<file path="src/rtl/snes_pad_responder.sv">
// snes_pad_responder: device-side SNES pad; latches a 16-bit active-low word and shifts it out MSB first on joy_data.
// Define SNESPAD_TIMEOUT_EN to abandon an unfinished frame after TIMEOUT idle mclk cycles.
module snes_pad_responder #(
    parameter bit FILL_BIT = 1'b0,
    parameter int TIMEOUT  = 21500
) (
    input  logic        clk,
    input  logic        reset,
    input  logic [15:0] buttons,
    input  logic        joy_strb,
    input  logic        joy_clk,
    output logic        joy_data,
    output logic        busy,
    output logic        frame_done,
    output logic        overrun,
    output logic [15:0] snapshot
);
    typedef enum logic [1:0] {IDLE, LOAD, SHIFT, DONE} state_t;
    state_t state, state_n;
    logic strb_m, strb_s, strb_d, clk_m, clk_s, clk_d;
    logic strb_rise, clk_rise, timed_out, overrun_n;
    logic [15:0] sr, sr_n, snapshot_n;
    logic [4:0] bcnt, bcnt_n;
    assign strb_rise  = strb_s & ~strb_d;
    assign clk_rise   = clk_s & ~clk_d;
    assign joy_data   = sr[15];
    assign busy       = state == LOAD || state == SHIFT;
    assign frame_done = state == SHIFT && bcnt == 5'd16;
`ifdef SNESPAD_TIMEOUT_EN
    localparam int TW = $clog2(TIMEOUT + 1);
    logic [TW-1:0] tcnt;
    logic framing;
    assign framing   = state == SHIFT || state == DONE;
    assign timed_out = framing && !clk_rise && tcnt == TW'(TIMEOUT - 1);
    always_ff @(posedge clk) begin
        if (reset || clk_rise || !framing)
            tcnt <= '0;
        else
            tcnt <= tcnt + TW'(1);
    end
`else
    assign timed_out = 1'b0;
`endif
    always_comb begin
        state_n    = state;
        sr_n       = sr;
        bcnt_n     = bcnt;
        overrun_n  = overrun;
        snapshot_n = snapshot;
        // the latch wins over any clock edge seen in the same cycle
        if (strb_s) begin
            state_n   = LOAD;
            sr_n      = buttons;
            bcnt_n    = '0;
            overrun_n = strb_rise ? 1'b0 : overrun;
        end else if (timed_out) begin
            state_n = IDLE;
            sr_n    = '1;
        end else if (state == LOAD) begin
            state_n    = SHIFT;
            snapshot_n = buttons;
        end else if (state == SHIFT || state == DONE) begin
            if (clk_rise) begin
                sr_n      = {sr[14:0], FILL_BIT};
                bcnt_n    = bcnt == 5'd16 ? bcnt : bcnt + 5'd1;
                overrun_n = overrun | (bcnt == 5'd16);
            end
            state_n = bcnt == 5'd16 ? DONE : state;
        end
    end
    always_ff @(posedge clk) begin
        if (reset) begin
            {strb_m, strb_s, strb_d} <= 3'b000;
            {clk_m, clk_s, clk_d}    <= 3'b111;
            state    <= IDLE;
            sr       <= '1;
            bcnt     <= '0;
            overrun  <= 1'b0;
            snapshot <= '1;
        end else begin
            {strb_m, strb_s, strb_d} <= {joy_strb, strb_m, strb_s};
            {clk_m, clk_s, clk_d}    <= {joy_clk, clk_m, clk_s};
            state    <= state_n;
            sr       <= sr_n;
            bcnt     <= bcnt_n;
            overrun  <= overrun_n;
            snapshot <= snapshot_n;
        end
    end
endmodule
</file>
<file path="config.mk">
export PLATFORM = sky130hd
export DESIGN_NAME = snes_pad_responder
export DESIGN_NICKNAME = d
export VERILOG_FILES = /design/src/rtl/snes_pad_responder.sv
export SDC_FILE = /design/constraint.sdc
export NUM_CORES = 1
export LEC_CHECK = 0
export BUFFER_PORTS_ARGS = -buffer_cell sky130_fd_sc_hd__buf_2
export CAP_MARGIN = 20
export CELL_PAD_IN_SITES_DETAIL_PLACEMENT = 1
export CELL_PAD_IN_SITES_GLOBAL_PLACEMENT = 2
export CORE_MARGIN = 2
export CORE_UTILIZATION = 30
export CTS_CLUSTER_DIAMETER = 40
export DETAILED_ROUTE_END_ITERATION = 8
export GPL_TIMING_DRIVEN = 0
export PLACE_DENSITY_LB_ADDON = 0.3
export SLEW_MARGIN = 10
export SYNTH_ARGS = -nofsm -noshare
export SYNTH_HDL_FRONTEND = slang
export SYNTH_SLANG_ARGS = --single-unit
</file>
<file path="constraint.sdc">
create_clock -name clk -period 2.3 [get_ports clk]
set_clock_uncertainty 0.2 [all_clocks]
set_input_delay 0.69 -clock clk [delete_from_list [all_inputs] [get_ports clk]]
set_output_delay 0.69 -clock clk [all_outputs]
set_load 0.01 [all_outputs]
</file>
==> results.json <==
{
  "outcome": "complete, no violations",
  "clock_latency_ps": 290,
  "num_antenna_cells": 0,
  "yosysSeqAreaShare_pct": 45.0,
  "path_class": "flop to output port",
  "pin_count": 40,
  "crit_end": "frame_done",
  "htree_levels": 2,
  "core_um2": 6680,
  "fmax_mhz": 447,
  "fin_ws_ps": 62.8,
  "grt_pass1_wl_mm": 9.76,
  "route.detailed.drc": 0,
  "overflow": 0,
  "r2r_end": "sr[15]",
  "cp_top_family": "simple AND/OR/NAND/NOR gates",
  "clk_pin_slew_ps": 80,
  "fin_crit_ps": 2240,
  "worst-path-buf-inv": 2,
  "p_leak_nw": 0.914,
  "synth_nets": 257,
  "vias": 1875,
  "netlist_instances": 231,
  "antenna_found_initial": 0,
  "ys_seq_elements": 46,
  "place.detailed.hpwl_mm": 4.06,
  "critPathMaxFanout": 2,
  "crit_path_end_kind": "output port",
  "fillerInstances": 817,
  "clockRootBuffer": "clkbuf_8",
  "synth_area_um2": 2050,
  "place.gp.congestion": 0.751,
  "cts.sinks": 46,
  "area_delta_synth_final_pct": 22.5,
  "wl_per_cell_um": 15.7,
  "rows": 30,
  "p_total_w": 0.00181,
  "clockBufferDepth": 2,
  "dieHeight_um": 86.6,
  "die_w_um": 86.6,
  "vias_per_cell": 5.19,
  "cts_buffers": 5,
  "r2r_start": "state[0]",
  "wl_met2_mm": 2.75,
  "drtPass1Iterations": 4,
  "drive_gt1_share_pct": 24.6,
  "rsz0062_at_grt": "yes",
  "reg2reg_slack_ps": 160,
  "hp-class": "flop to flop",
  "yosysWarnings": 0,
  "setup_violations": 0,
  "slew_violations": 0,
  "ys_types": 31,
  "grt_max_degree": 15,
  "wl_met3_um": 145,
  "portBuffers": 39,
  "start_util_pct": 30.6,
  "cts_tree": "done",
  "synth.avg_cell_area_um2": 8.86,
  "ir_worst_vdd_mv": 0.283,
  "startpoint": "bcnt[1]",
  "routed.top_layer": "met4",
  "powerDensity_nw_per_um2": 721,
  "path_cells": "inv_1, ha_4, and4bb_2, and2_4, buf_6",
  "path_depth": 5,
  "grt_pass1_vias": 2027,
  "cp_slowest_cell": "dfxtp_2",
  "cts_hold_repair.buffers": 0,
  "antenna_left": 0,
  "fin_nets": 306,
  "tightest_slew_ps": 603,
  "drt_iter0_markers": 26,
  "die_area_um2": 7500,
  "critPathMaxStageDelay_ps": 330,
  "met1Wirelength_mm": 2.72,
  "worstPathRequired_ps": 1410,
  "grt.total_usage_pct": 16.4,
  "fin_crit_sh_pct": 97.3,
  "pre_cts_slack_ps": 118,
  "max-cap-violations": 0,
  "wirelength_mm": 5.66,
  "hold_depth": 1,
  "r2r_cells": 7,
  "hold_violations": 0,
  "max_slew_margin_pct": 59.8,
  "critPathArrivalTime_ps": 1350,
  "startpoint_type": "flop"
}
-- power by group --
| group | internal (W) | switching [W] |
|---|---|---|
| registers | 0.000852 | 0.0000239 |
| logic | 0.000131 | 0.000194 |
| clock network | 0.000325 | 0.000281 |
-- cells in the mapped netlist --
cell | n | area, µm²
nor3_1 | 45 | 225
o31ai_1 | 4 | 30.0
a21oi_1 | 22 | 110
buf_2 | 6 | 30.0
nand2_1 | 2 | 7.51
nand4bb_1 | 2 | 22.5
nor3b_2 | 1 | 12.5
inv_1 | 6 | 22.5
nor2_1 | 4 | 15.0
and4bb_2 | 1 | 12.5
clkbuf_1 | 12 | 45.0
or2_2 | 4 | 25.0
clkbuf_8 | 1 | 13.8
nand3b_1 | 1 | 7.51
and3_1 | 1 | 6.26
nand3_1 | 1 | 5.00
or3_1 | 16 | 100
and2b_2 | 1 | 8.76
and2_1 | 1 | 6.26
a2111oi_0 | 1 | 8.76
nand4_1 | 3 | 18.8
ha_1 | 6 | 75.1
clkinv_1 | 1 | 3.75
o21ai_0 | 4 | 20.0
a211o_1 | 16 | 140
nor2b_1 | 18 | 113
mux2i_1 | 1 | 10.0
dfxtp_1 | 46 | 921
a211oi_1 | 1 | 7.51
or3b_1 | 1 | 8.76
or4_1 | 2 | 15.0
-- final cells by class --
cell class | count | area [µm²] | share of cell area [%]
plain buffers | 19 | 88.8 | 3.54
well taps | 80 | 100 | 3.99
inverters | 7 | 26.3 | 1.05
repair buffers | 42 | 224 | 8.93
clock buffers | 6 | 72.6 | 2.89
multi-input cells | 159 | 1030 | 41.3
clock inverters | 2 | 37.5 | 1.50
flip-flops and latches | 46 | 923 | 36.8
-- cells in the final DEF, fill, tap and decap left out, drive strengths merged, types with 2 or more instances in the layout --
master | synthesis | layout
nor2b | 18 | 18
nor3 | 45 | 45
nand2 | 2 | 2
ha | 6 | 6
nand4bb | 2 | 2
buf | 6 | 49
nand4 | 3 | 3
or3 | 16 | 16
a211o | 16 | 16
or2 | 4 | 4
nor2 | 4 | 4
inv | 6 | 6
o31ai | 4 | 4
or4 | 2 | 2
clkbuf | 13 | 18
a21oi | 22 | 22
o21ai | 4 | 4
dfxtp | 46 | 46
-- metal layers --
metal  GRT usage (%)  vias to the layer above
met4            4.69                        0
li1                -                      932
met1            21.8                      906
met3            3.05                        4
met5               0                        -
met2            27.2                       33
-- timing repair --
action                     CTS  global route
setup endpoints to repair    1            11
setup buffers                3             0
resized for setup            3             7
-- metrics by stage --
step / instances / setup TNS, ps / hold slack [ps] / util, % / instance area (µm²)
after floorplan: 231 / 0 / 189 / - / 2050
after global placement: 350 / 0 / 195 / 35.1 / 2340
after detailed placement: 350 / 0 / 202 / 35.1 / 2340
after CTS: 361 / 0 / 224 / 37.1 / 2480
after global routing: 361 / -13.1 / 241 / 37.5 / 2510
final: 361 / 0 / 221 / 37.5 / 2510
-- logic make-up after synthesis --
kind of cell               share of synthesized area [%]
adders and majority gates                           3.67
buffers and inverters                               5.62
muxes                                              0.489
and+or+nand+nor                                     29.8
AOI/OAI and AO/OA                                   15.5
DFF                                                 45.0
-- flip-flops by register name (all words and copies together), names as in the netlist --
register and flops:
bcnt 5, clk_d 1, clk_m 1, clk_s 1
overrun 1, snapshot 16, sr 16, state 2
strb_d 1, strb_m 1, strb_s 1
-- worst min-delay path by stage --
stage          start    end  slack (ps)
6_report       clk_m  clk_s         220
2_1_floorplan  clk_m  clk_s         190
3_5_place_dp   clk_m  clk_s         200
4_1_cts        clk_m  clk_s         220
5_1_grt        clk_m  clk_s         240
3_3_place_gp   clk_m  clk_s         190
Power figures use the tool's default switching activity.
